$ cat src/rtl/lsu_pkg.sv
// Shared load/store definitions: RV32 funct3 width codes, controller states,
// and the decode from funct3 to access size and extension.
package lsu_pkg;

    localparam logic [2:0] F3_B  = 3'b000;
    localparam logic [2:0] F3_H  = 3'b001;
    localparam logic [2:0] F3_W  = 3'b010;
    localparam logic [2:0] F3_BU = 3'b100;
    localparam logic [2:0] F3_HU = 3'b101;

    typedef enum logic [1:0] {
        IDLE,
        ACC0,
        ACC1,
        FIN
    } lsu_state_e;

    typedef struct packed {
        logic       legal;
        logic [2:0] size;   // bytes: 1, 2 or 4
        logic       sext;
    } lsu_acc_t;

    function automatic lsu_acc_t lsu_decode(input logic [2:0] funct3, input logic is_store);
        lsu_acc_t acc;
        acc = '0;
        case (funct3)
            F3_B:    acc = '{legal: 1'b1, size: 3'd1, sext: 1'b1};
            F3_H:    acc = '{legal: 1'b1, size: 3'd2, sext: 1'b1};
            F3_W:    acc = '{legal: 1'b1, size: 3'd4, sext: 1'b0};
            F3_BU:   acc = '{legal: !is_store, size: 3'd1, sext: 1'b0};
            F3_HU:   acc = '{legal: !is_store, size: 3'd2, sext: 1'b0};
            default: acc = '0;
        endcase
        return acc;
    endfunction

    function automatic logic [7:0] lsu_size_mask(input logic [2:0] size);
        return (8'd1 << size) - 8'd1;
    endfunction

endpackage

$ cat src/rtl/lsu_if.sv
// Core-side request/response and memory-side access signals of the LSU.
// slave is the controller's view; master is the core plus memory view.
interface lsu_if #(
    parameter int ADDR_WIDTH = 32
) ();

    logic                  start;
    logic                  is_store;
    logic [2:0]            funct3;
    logic [ADDR_WIDTH-1:0] addr;
    logic [31:0]           wdata;
    logic                  busy;
    logic                  done;
    logic [31:0]           rdata;
    logic                  err;

    logic                  mem_req;
    logic                  mem_we;
    logic [ADDR_WIDTH-1:0] mem_addr;
    logic [3:0]            mem_be;
    logic [31:0]           mem_wdata;
    logic                  mem_ready;
    logic [31:0]           mem_rdata;

    modport slave (
        input  start, is_store, funct3, addr, wdata, mem_ready, mem_rdata,
        output busy, done, rdata, err, mem_req, mem_we, mem_addr, mem_be, mem_wdata
    );

    modport master (
        output start, is_store, funct3, addr, wdata, mem_ready, mem_rdata,
        input  busy, done, rdata, err, mem_req, mem_we, mem_addr, mem_be, mem_wdata
    );

endinterface

$ cat src/rtl/lsu_align.sv
// Byte-lane steering: byte enables and write data for each word access, and
// the merge/extension of one or two read words into the load result.
module lsu_align
    import lsu_pkg::*;
(
    input  logic [1:0]  offset,
    input  logic [2:0]  size,
    input  logic        sext,
    input  logic        second,
    input  logic [31:0] wdata,
    input  logic [31:0] word0,
    input  logic [31:0] word1,
    output logic        split,
    output logic [3:0]  be,
    output logic [31:0] lane_wdata,
    output logic [31:0] load_data
);

    logic [7:0]  mask;
    logic [2:0]  rsh;
    logic [31:0] merged;

    always_comb begin
        mask  = lsu_size_mask(size);
        split = (4'(offset) + 4'(size)) > 4'd4;
        rsh   = 3'd4 - 3'(offset);
        // The second word carries the bytes that spilled past the word boundary.
        if (second) begin
            be         = 4'(mask >> rsh);
            lane_wdata = wdata >> {rsh, 3'b000};
        end else begin
            be         = 4'(mask << offset);
            lane_wdata = wdata << {offset, 3'b000};
        end
        merged = 32'({word1, word0} >> {offset, 3'b000});
        case (size)
            3'd1:    load_data = {{24{sext & merged[7]}}, merged[7:0]};
            3'd2:    load_data = {{16{sext & merged[15]}}, merged[15:0]};
            default: load_data = merged;
        endcase
    end

endmodule

$ cat src/rtl/lsu_ctrl.sv
// Load/store controller: accepts one core request at a time and turns it into
// one or two word-aligned memory accesses, splitting across word boundaries.
module lsu_ctrl
    import lsu_pkg::*;
#(
    parameter int ADDR_WIDTH = 32,
    parameter int DATA_WIDTH = 32   // only 32 is supported
) (
    input  logic clk,
    input  logic reset,
    lsu_if.slave bus
);

    lsu_state_e            state_q, state_d;
    logic [ADDR_WIDTH-1:0] addr_q, addr_d;
    logic [DATA_WIDTH-1:0] wdata_q, wdata_d;
    logic [DATA_WIDTH-1:0] word0_q, word0_d;
    logic [DATA_WIDTH-1:0] rdata_q, rdata_d;
    logic                  is_store_q, is_store_d;
    logic                  sext_q, sext_d;
    logic [2:0]            size_q, size_d;
    logic                  err_q, err_d;

    lsu_acc_t              acc;
    logic                  split;
    logic                  second;
    logic                  mem_active;
    logic [3:0]            lane_be;
    logic [31:0]           lane_wdata;
    logic [31:0]           load_data;
    logic [31:0]           merge_word0;
    logic [ADDR_WIDTH-1:0] word_addr;

    assign second      = (state_q == ACC1);
    assign mem_active  = (state_q == ACC0) || (state_q == ACC1);
    // A non-split load completes in ACC0, so its word comes straight off the bus.
    assign merge_word0 = second ? word0_q : bus.mem_rdata;
    assign word_addr   = {addr_q[ADDR_WIDTH-1:2], 2'b00};

    lsu_align u_align (
        .offset     (addr_q[1:0]),
        .size       (size_q),
        .sext       (sext_q),
        .second     (second),
        .wdata      (wdata_q),
        .word0      (merge_word0),
        .word1      (bus.mem_rdata),
        .split      (split),
        .be         (lane_be),
        .lane_wdata (lane_wdata),
        .load_data  (load_data)
    );

    always_comb begin
        state_d    = state_q;
        addr_d     = addr_q;
        wdata_d    = wdata_q;
        word0_d    = word0_q;
        rdata_d    = rdata_q;
        is_store_d = is_store_q;
        sext_d     = sext_q;
        size_d     = size_q;
        err_d      = err_q;
        acc        = lsu_decode(bus.funct3, bus.is_store);
        case (state_q)
            IDLE: begin
                if (bus.start) begin
                    addr_d     = bus.addr;
                    wdata_d    = bus.wdata;
                    is_store_d = bus.is_store;
                    size_d     = acc.size;
                    sext_d     = acc.sext;
                    if (acc.legal) begin
                        state_d = ACC0;
                    end else begin
                        state_d = FIN;
                        err_d   = 1'b1;
                        rdata_d = '0;
                    end
                end
            end
            ACC0: begin
                if (bus.mem_ready) begin
                    word0_d = bus.mem_rdata;
                    if (split) begin
                        state_d = ACC1;
                    end else begin
                        state_d = FIN;
                        err_d   = 1'b0;
                        rdata_d = is_store_q ? '0 : load_data;
                    end
                end
            end
            ACC1: begin
                if (bus.mem_ready) begin
                    state_d = FIN;
                    err_d   = 1'b0;
                    rdata_d = is_store_q ? '0 : load_data;
                end
            end
            FIN:     state_d = IDLE;
            default: state_d = IDLE;
        endcase
    end

    always_ff @(posedge clk or posedge reset) begin
        if (reset) begin
            state_q <= IDLE;
            rdata_q <= '0;
            err_q   <= 1'b0;
        end else begin
            state_q <= state_d;
            rdata_q <= rdata_d;
            err_q   <= err_d;
        end
    end

    // Request payload is only observed while an access is active, so it needs no reset.
    always_ff @(posedge clk) begin
        addr_q     <= addr_d;
        wdata_q    <= wdata_d;
        word0_q    <= word0_d;
        is_store_q <= is_store_d;
        sext_q     <= sext_d;
        size_q     <= size_d;
    end

    always_comb begin
        bus.busy      = (state_q != IDLE);
        bus.done      = (state_q == FIN);
        bus.rdata     = rdata_q;
        bus.err       = err_q;
        bus.mem_req   = mem_active;
        bus.mem_we    = mem_active & is_store_q;
        bus.mem_addr  = '0;
        bus.mem_be    = '0;
        bus.mem_wdata = '0;
        if (mem_active) begin
            bus.mem_addr  = second ? word_addr + ADDR_WIDTH'(4) : word_addr;
            bus.mem_be    = lane_be;
            bus.mem_wdata = lane_wdata;
        end
    end

endmodule

$ cat src/flat_wrapper.sv
// flat-port wrapper written by rule: the top's interface ports become plain ports
module lsu_ctrl_flat import lsu_pkg::*;
#(
    parameter int ADDR_WIDTH = 32,
    parameter int DATA_WIDTH = 32                          
)
  (clk, reset, bus_start, bus_is_store, bus_funct3, bus_addr, bus_wdata, bus_mem_ready, bus_mem_rdata, bus_busy, bus_done, bus_rdata, bus_err, bus_mem_req, bus_mem_we, bus_mem_addr, bus_mem_be, bus_mem_wdata);
  lsu_if #(.ADDR_WIDTH(ADDR_WIDTH)) bus_i ();
  input  logic clk;
  input  logic reset;
  input wire logic [$bits(bus_i.start)-1:0] bus_start;
  input wire logic [$bits(bus_i.is_store)-1:0] bus_is_store;
  input wire logic [$bits(bus_i.funct3)-1:0] bus_funct3;
  input wire logic [$bits(bus_i.addr)-1:0] bus_addr;
  input wire logic [$bits(bus_i.wdata)-1:0] bus_wdata;
  input wire logic [$bits(bus_i.mem_ready)-1:0] bus_mem_ready;
  input wire logic [$bits(bus_i.mem_rdata)-1:0] bus_mem_rdata;
  output wire logic [$bits(bus_i.busy)-1:0] bus_busy;
  output wire logic [$bits(bus_i.done)-1:0] bus_done;
  output wire logic [$bits(bus_i.rdata)-1:0] bus_rdata;
  output wire logic [$bits(bus_i.err)-1:0] bus_err;
  output wire logic [$bits(bus_i.mem_req)-1:0] bus_mem_req;
  output wire logic [$bits(bus_i.mem_we)-1:0] bus_mem_we;
  output wire logic [$bits(bus_i.mem_addr)-1:0] bus_mem_addr;
  output wire logic [$bits(bus_i.mem_be)-1:0] bus_mem_be;
  output wire logic [$bits(bus_i.mem_wdata)-1:0] bus_mem_wdata;
  assign bus_i.start = bus_start;
  assign bus_i.is_store = bus_is_store;
  assign bus_i.funct3 = bus_funct3;
  assign bus_i.addr = bus_addr;
  assign bus_i.wdata = bus_wdata;
  assign bus_i.mem_ready = bus_mem_ready;
  assign bus_i.mem_rdata = bus_mem_rdata;
  assign bus_busy = bus_i.busy;
  assign bus_done = bus_i.done;
  assign bus_rdata = bus_i.rdata;
  assign bus_err = bus_i.err;
  assign bus_mem_req = bus_i.mem_req;
  assign bus_mem_we = bus_i.mem_we;
  assign bus_mem_addr = bus_i.mem_addr;
  assign bus_mem_be = bus_i.mem_be;
  assign bus_mem_wdata = bus_i.mem_wdata;
  lsu_ctrl #(.ADDR_WIDTH(ADDR_WIDTH), .DATA_WIDTH(DATA_WIDTH)) u_core (.clk(clk), .reset(reset), .bus(bus_i));
endmodule
$ cat config.mk
export PLATFORM = sky130hd
export DESIGN_NAME = lsu_ctrl_flat
export DESIGN_NICKNAME = d
export VERILOG_FILES = /design/src/rtl/lsu_pkg.sv /design/src/rtl/lsu_if.sv /design/src/rtl/lsu_align.sv /design/src/rtl/lsu_ctrl.sv /design/src/flat_wrapper.sv
export SDC_FILE = /design/constraint.sdc
export NUM_CORES = 1
export LEC_CHECK = 0
export CORE_UTILIZATION = 40
export DETAILED_ROUTE_END_ITERATION = 10
export PLACE_DENSITY = 0.76
export RECOVER_POWER = 50
export REMOVE_ABC_BUFFERS = 1
export SYNTH_ARGS = -nofsm -noshare
export SYNTH_HDL_FRONTEND = slang
export SYNTH_SLANG_ARGS = --single-unit
$ cat constraint.sdc
create_clock -name clk -period 6.4 [get_ports clk]
set_input_delay 0.64 -clock clk [delete_from_list [all_inputs] [get_ports clk]]
set_output_delay 0.64 -clock clk [all_outputs]
set_load 0.03 [all_outputs]
==> impl_metrics.ini, run 1 <==
[run_status]
status = finished with violations
violations = max-capacitance violations, max-slew violations

[layout]
post_route_cells_drive_above_1_share = 0.0970
multi_input_comb_area_sq_mm = 0.00407
area_growth_pct = 34.1
finish.net_count = 1049
final.fill_count = 1737
final-seq-area_sq_mm = 0.00391
postLayoutCoreUtil = 0.548
final_design_area_no_fill_sq_mm = 0.0111

[global_route]
grt_pass1_vias = 6659
grt_pass1_wl_um = 35600
grt_overflow_total = 0
grt_max_degree = 70
global_route.usage.total = 0.214
antenna_violations_before_repair = 1

[setup_path]
crit_required_ns = 5.76
worst_r2r_startpoint = u_core.addr_q[0]$_DFFE_PP_
timing.rr.end = u_core.bus.rdata[23]$_DFFE_PP0P_
worstPathArrival_ns = 4.13
startpoint_type = flop
reg2reg_depth = 9
reg2reg_setup_slack_ns = 2.26
path_class = flop to output port
critPathLaunch = u_core.state_q[0]$_DFFE_PP0P_
crit_fanout = 50
most_numerous_cell_on_the_critical_path = sky130_fd_sc_hd__inv_1
critical_path.slowest_cell = sky130_fd_sc_hd__nor2_1
worstSetupEndpointType = output port
path_cells = inv_1 > ha_2 > buf_4 > inv_1 > nor2_1 > o22a_1 > nor3_1 > clkdlybuf4s50_1
cpPeakStageDelay_ns = 0.68
endpoint = bus_mem_wdata[5]

[cts]
clkSlewWorstSetupHoldPaths_ns = 0.06
worstSkewPairLatency_ns = 0.43
cts_hold_buf = 0
clockBufferDepth = 2
cts.htree.levels = 4
postCtsSetupBuffers = 0
cts_sinks = 136
cts-buffers-inserted = 17
clock_tree.root_cell = sky130_fd_sc_hd__clkbuf_16
post_cts_sizing = 0
tritoncts = built

[die]
core-area_sq_mm = 0.0202
fp_rows = 52
floorplan.die.height_um = 146
number_of_placed_i_o_pins = 209
design.die.area_sq_mm = 0.0213
die_x_um = 146
initial_core_util = 0.409

[timing]
layout_setup_ws_ns = 1.63
drv_slew = 139
hold_viol_final = 0
unrepaired_setup_endpoints_after_global_routing = no
final.setup_skew_ns = 0.00857
fin_tns_setup_ns = 0
fmax_mhz = 210
finalCriticalPeriod_ns = 4.77
tightestPinTransition_ns = 3.77
timing.slew.headroom = -1.51
fin_worst_hold_slack_ns = 0.478
finalCritPeriodShare = 0.746
finalSetupViolCount = 0

[run]
maxCapViolations = 3

[route]
dr_total_vias = 6783
initialDrtViolationCount = 431
antenna_violating_nets_post_route = 0
detail_route.wl_per_cell_um = 18.4
drc_errors = 0
detail_route.wirelength_um = 22400
viasPerCell = 5.56
drt_pre_antenna_iters = 5

[placement]
portBuffers = 206
finalWeightedCongestion = 0.855
place_area_sq_mm = 0.0105
place_worst_setup_slack_ns = 2.11
hpwlAfterDp_um = 15300

[yosys]
synth_edf_count = 101
netlist-cell-type-count = 63
number_of_synthesized_register_bits = 136
synthArstFlopShare = 0.257
synth-seq-area-share = 0.472
synth_top_cells_by_count = 101 x sky130_fd_sc_hd__edfxtp_1, 96 x sky130_fd_sc_hd__nor2_1, 48 x sky130_fd_sc_hd__a21oi_1
syn_avg_cell_area_sq_um = 11.0
synth_area_sq_mm = 0.00827
yosysTopAreaCell = sky130_fd_sc_hd__edfxtp_1
ys_warn_count = 0
netlist_top_cells_area = sky130_fd_sc_hd__edfxtp_1 37%, sky130_fd_sc_hd__dfrtp_1 11%, sky130_fd_sc_hd__mux2i_1 5.7%
synth_ff_type = sky130_fd_sc_hd__edfxtp_1
yosys.area.top_type_share = 0.367
netlist_instances = 752
yosysMostFrequentCell = sky130_fd_sc_hd__edfxtp_1

[power]
worst_ir_drop_vdd_v = 0.000291
power_density_mw_per_mm2 = 456
leakage_nw = 4.14

[worst_hold_path]
holdCritPathClass = flop to flop
## layout make-up
| cell class | instances | area share |
|---|---|---|
| antenna | 1 | 0.000226 |
| inverter | 12 | 0.00406 |
| multi-input combinational | 551 | 0.367 |
| sequential | 136 | 0.352 |
| clock inverter | 11 | 0.00823 |
| clock buffer | 21 | 0.0454 |
| timing repair buffer | 217 | 0.192 |
| tap | 270 | 0.0304 |
## state kept, by name (all words and copies together) (netlist names)
| register | count |
|---|---|
| u_core.size_q | 3 |
| u_core.addr_q | 32 |
| u_core.state_q | 2 |
| u_core.bus.rdata | 32 |
| u_core.word0_q | 32 |
| u_core.wdata_q | 32 |
| u_core.is_store_q | 1 |
| u_core.sext_q | 1 |
| u_core.bus.err | 1 |
## worst min-delay path by stage
stage | from | endpoint | cells past startpoint
2_1_floorplan | u_core.state_q[1]$_DFFE_PP0P_ | u_core.state_q[1]$_DFFE_PP0P_ | 2
3_3_place_gp | u_core.bus.err$_DFFE_PP0P_ | u_core.bus.err$_DFFE_PP0P_ | 2
3_5_place_dp | u_core.bus.err$_DFFE_PP0P_ | u_core.bus.err$_DFFE_PP0P_ | 2
4_1_cts | u_core.bus.err$_DFFE_PP0P_ | u_core.bus.err$_DFFE_PP0P_ | 2
5_1_grt | u_core.bus.err$_DFFE_PP0P_ | u_core.bus.err$_DFFE_PP0P_ | 2
6_report | u_core.bus.err$_DFFE_PP0P_ | u_core.bus.err$_DFFE_PP0P_ | 2
## through the flow
stage / cells / total power, W
final: 1219 / 0.00506
after global routing: 1219 / 0.00531
after CTS: 1218 / 0.00510
after detailed placement: 1186 / 0.00409
after global placement: 1186 / 0.00406
after floorplan: 699 / 0.00303
## worst max-delay path: cells and delay by family, from the launching register on
kind	cells	cell delay, ns
adders and majority gates	1	0.41
and+or+nand+nor	2	0.73
buffers and inverters	4	1.85
AOI/OAI and AO/OA	1	0.26
DFF	1	0.42
## metal layers
metal	part of all wire	up-vias	global-route usage
li1	-	3187	-
met1	0.43	3250	0.283
met2	0.47	305	0.333
met3	0.073	41	0.0564
met4	0.027	0	0.0858
met5	0	-	0
## placed cells by master (no fill, tap or decap), types with 7 or more instances in the layout
cell and count:
sky130_fd_sc_hd__buf_4 8, sky130_fd_sc_hd__dfrtp_1 35, sky130_fd_sc_hd__o21ai_0 21, sky130_fd_sc_hd__edfxtp_1 101, sky130_fd_sc_hd__mux2_4 13, sky130_fd_sc_hd__mux2_1 17, sky130_fd_sc_hd__and2_1 7, sky130_fd_sc_hd__o21ai_1 16
sky130_fd_sc_hd__a22o_1 17, sky130_fd_sc_hd__nor2_1 96, sky130_fd_sc_hd__clkdlybuf4s50_1 98, sky130_fd_sc_hd__nand4_1 12, sky130_fd_sc_hd__a211oi_1 17, sky130_fd_sc_hd__a21oi_1 48, sky130_fd_sc_hd__mux2i_1 47, sky130_fd_sc_hd__clkbuf_16 20
sky130_fd_sc_hd__xor2_1 21, sky130_fd_sc_hd__nand2_1 43, sky130_fd_sc_hd__nand2b_1 8, sky130_fd_sc_hd__nor2b_1 18, sky130_fd_sc_hd__mux2_2 9, sky130_fd_sc_hd__nand3_1 8, sky130_fd_sc_hd__nor3_1 12, sky130_fd_sc_hd__dlygate4sd3_1 108
sky130_fd_sc_hd__o21a_1 9, sky130_fd_sc_hd__o22a_1 16, sky130_fd_sc_hd__ha_1 8, sky130_fd_sc_hd__mux4_2 16, sky130_fd_sc_hd__inv_1 10
## report_power, final
group          leakage [nW]  switching, W  internal [W]
Sequential             1.40      0.000128       0.00118
Combinational          2.44       0.00168       0.00107
Clock                 0.300      0.000418      0.000578
## kinds of logic (layout without fill, tap and decap cells)
logic type / count (synthesis) / after routing / share of synthesized area
AOI/OAI and AO/OA: 177 / 177 / 0.145
xor gates and xnor gates: 27 / 27 / 0.0286
adders and majority gates: 11 / 11 / 0.0172
buffers and inverters: 66 / 261 / 0.0361
DFF: 136 / 136 / 0.472
muxes: 102 / 102 / 0.159
other: 1 / 3 / 0.000453
and+or+nand+nor: 232 / 232 / 0.140
Power figures use the tool's default switching activity.
==> inputs of run 2 (changes only) <==
==> constraint.sdc (replaced) <==
create_clock -name clk -period 4.8 [get_ports clk]
set_input_delay 0.48 -clock clk [delete_from_list [all_inputs] [get_ports clk]]
set_output_delay 0.48 -clock clk [all_outputs]
set_load 0.03 [all_outputs]
==> impl_metrics.ini, run 2 (same netlist as run 1, synthesis figures left out) <==
[run_status]
status = finished with violations
violations = max-capacitance violations, max-slew violations

[timing]
unrepaired_setup_endpoints_after_global_routing = no
finalCritPeriodShare = 0.868
drv_slew = 101
finalSetupViolCount = 0
finalCriticalPeriod_ns = 4.17
fin_tns_setup_ns = 0
final.setup_skew_ns = 0.0136
hold_viol_final = 0
tightestPinTransition_ns = 2.11
fmax_mhz = 240
timing.slew.headroom = -0.407

[setup_path]
crit_required_ns = 4.32
reg2reg_depth = 7
worstPathArrival_ns = 3.69
path_class = flop to output port
startpoint_type = flop
reg2reg_setup_slack_ns = 1.25
worstSetupEndpointType = output port
crit_fanout = 13

[route]
drc_errors = 0
antenna_violating_nets_post_route = 0
detail_route.wirelength_um = 22600
detail_route.wl_per_cell_um = 18.5
drt_pre_antenna_iters = 5
viasPerCell = 5.57
initialDrtViolationCount = 440
dr_total_vias = 6810

[placement]
portBuffers = 206
hpwlAfterDp_um = 15500
place_area_sq_mm = 0.0105
post-place-cells = 1190
finalWeightedCongestion = 0.867

[die]
design.die.area_sq_mm = 0.0213
floorplan.die.height_um = 146
die_x_um = 146
core-area_sq_mm = 0.0202
initial_core_util = 0.409
number_of_placed_i_o_pins = 209
fp_rows = 52

[layout]
finish.net_count = 1053
finish.cell_count_without_fillers = 1222
post_route_cells_drive_above_1_share = 0.0998
area_growth_pct = 34.1
postLayoutCoreUtil = 0.548
mostFrequentLayoutCells = 107 x sky130_fd_sc_hd__clkdlybuf4s50_1, 101 x sky130_fd_sc_hd__edfxtp_1, 99 x sky130_fd_sc_hd__dlygate4sd3_1
antenna-diode-count = 0
final_design_area_no_fill_sq_mm = 0.0111
most_common_cell_after_layout_fill_and_taps_aside = sky130_fd_sc_hd__clkdlybuf4s50_1

[global_route]
grt_pass1_vias = 6825
grt_pass1_wl_um = 35800
global_route.usage.total = 0.214
antenna_violations_before_repair = 1
grt_max_degree = 64
grt_overflow_total = 0

[worst_hold_path]
holdCritPathClass = flop to flop
worstHoldPathCells = 2

[power]
worst_ir_drop_vdd_v = 0.000418
power_density_mw_per_mm2 = 603
leakage_nw = 4.13
total_power_w = 0.00669

[cts]
post_cts_sizing = 0
cts_hold_buf = 0
postCtsSetupBuffers = 0
cts-buffers-inserted = 17
tritoncts = built
clkSlewWorstSetupHoldPaths_ns = 0.06
clock_tree.root_cell = sky130_fd_sc_hd__clkbuf_16
cts.htree.levels = 4
worstSkewPairLatency_ns = 0.42
clockBufferDepth = 2
cts_sinks = 136

[run]
maxCapViolations = 3
==> run 2: final timing paths <==
path,endpoint,startpoint
max,bus_mem_wdata[31],u_core.addr_q[1]$_DFFE_PP_
max reg2reg,u_core.bus.rdata[31]$_DFFE_PP0P_,u_core.addr_q[1]$_DFFE_PP_
min,u_core.bus.err$_DFFE_PP0P_,u_core.bus.err$_DFFE_PP0P_
max in group asynchronous,u_core.bus.rdata[27]$_DFFE_PP0P_,reset
min reg2reg,u_core.bus.err$_DFFE_PP0P_,u_core.bus.err$_DFFE_PP0P_
min in group asynchronous,u_core.bus.rdata[23]$_DFFE_PP0P_,reset
==> run 2: metrics by stage <==
step                hold WS, ns  setup WS, ns
floorplan                 0.500        -0.521
global placement          0.465          1.16
detailed placement        0.479          1.10
CTS                       0.486         0.604
global route              0.527         0.391
finish                    0.484         0.631
==> run 2: area by class of cell <==
cell class / count / area, sq um
multi-input cells: 551 / 4070
inverters: 12 / 45.0
flip-flops and latches: 136 / 3910
fillers: 1727 / 9140
clock buffers: 21 / 483
clock inverters: 11 / 81.3
repair buffers: 221 / 2170
well taps: 270 / 338
==> run 2: report_power, final <==
part / total, W / leakage (nW) / internal [W] / switching [W]
logic: 0.00368 / 2.44 / 0.00145 / 0.00223
clock network: 0.00127 / 0.284 / 0.000730 / 0.000540
registers: 0.00174 / 1.40 / 0.00156 / 0.000174
==> run 2: worst max-delay path, cell delays in order, from the launching register on <==
cell and delay [ns]:
sky130_fd_sc_hd__edfxtp_1 0.34, sky130_fd_sc_hd__inv_1 0.04, sky130_fd_sc_hd__buf_4 0.20, sky130_fd_sc_hd__ha_1 0.28, sky130_fd_sc_hd__nand2b_1 0.37, sky130_fd_sc_hd__or2_1 0.44
sky130_fd_sc_hd__nor2_1 0.60, sky130_fd_sc_hd__a21oi_1 0.17, sky130_fd_sc_hd__nor2_1 0.12, sky130_fd_sc_hd__clkdlybuf4s50_1 0.68
==> run 2: per-layer routing <==
metal / GRT usage / vias to the layer above / share of wire
li1: - / 3183 / -
met1: 0.276 / 3286 / 0.44
met2: 0.350 / 297 / 0.47
met3: 0.0436 / 42 / 0.066
met4: 0.0884 / 2 / 0.025
met5: 0 / - / 0.00044
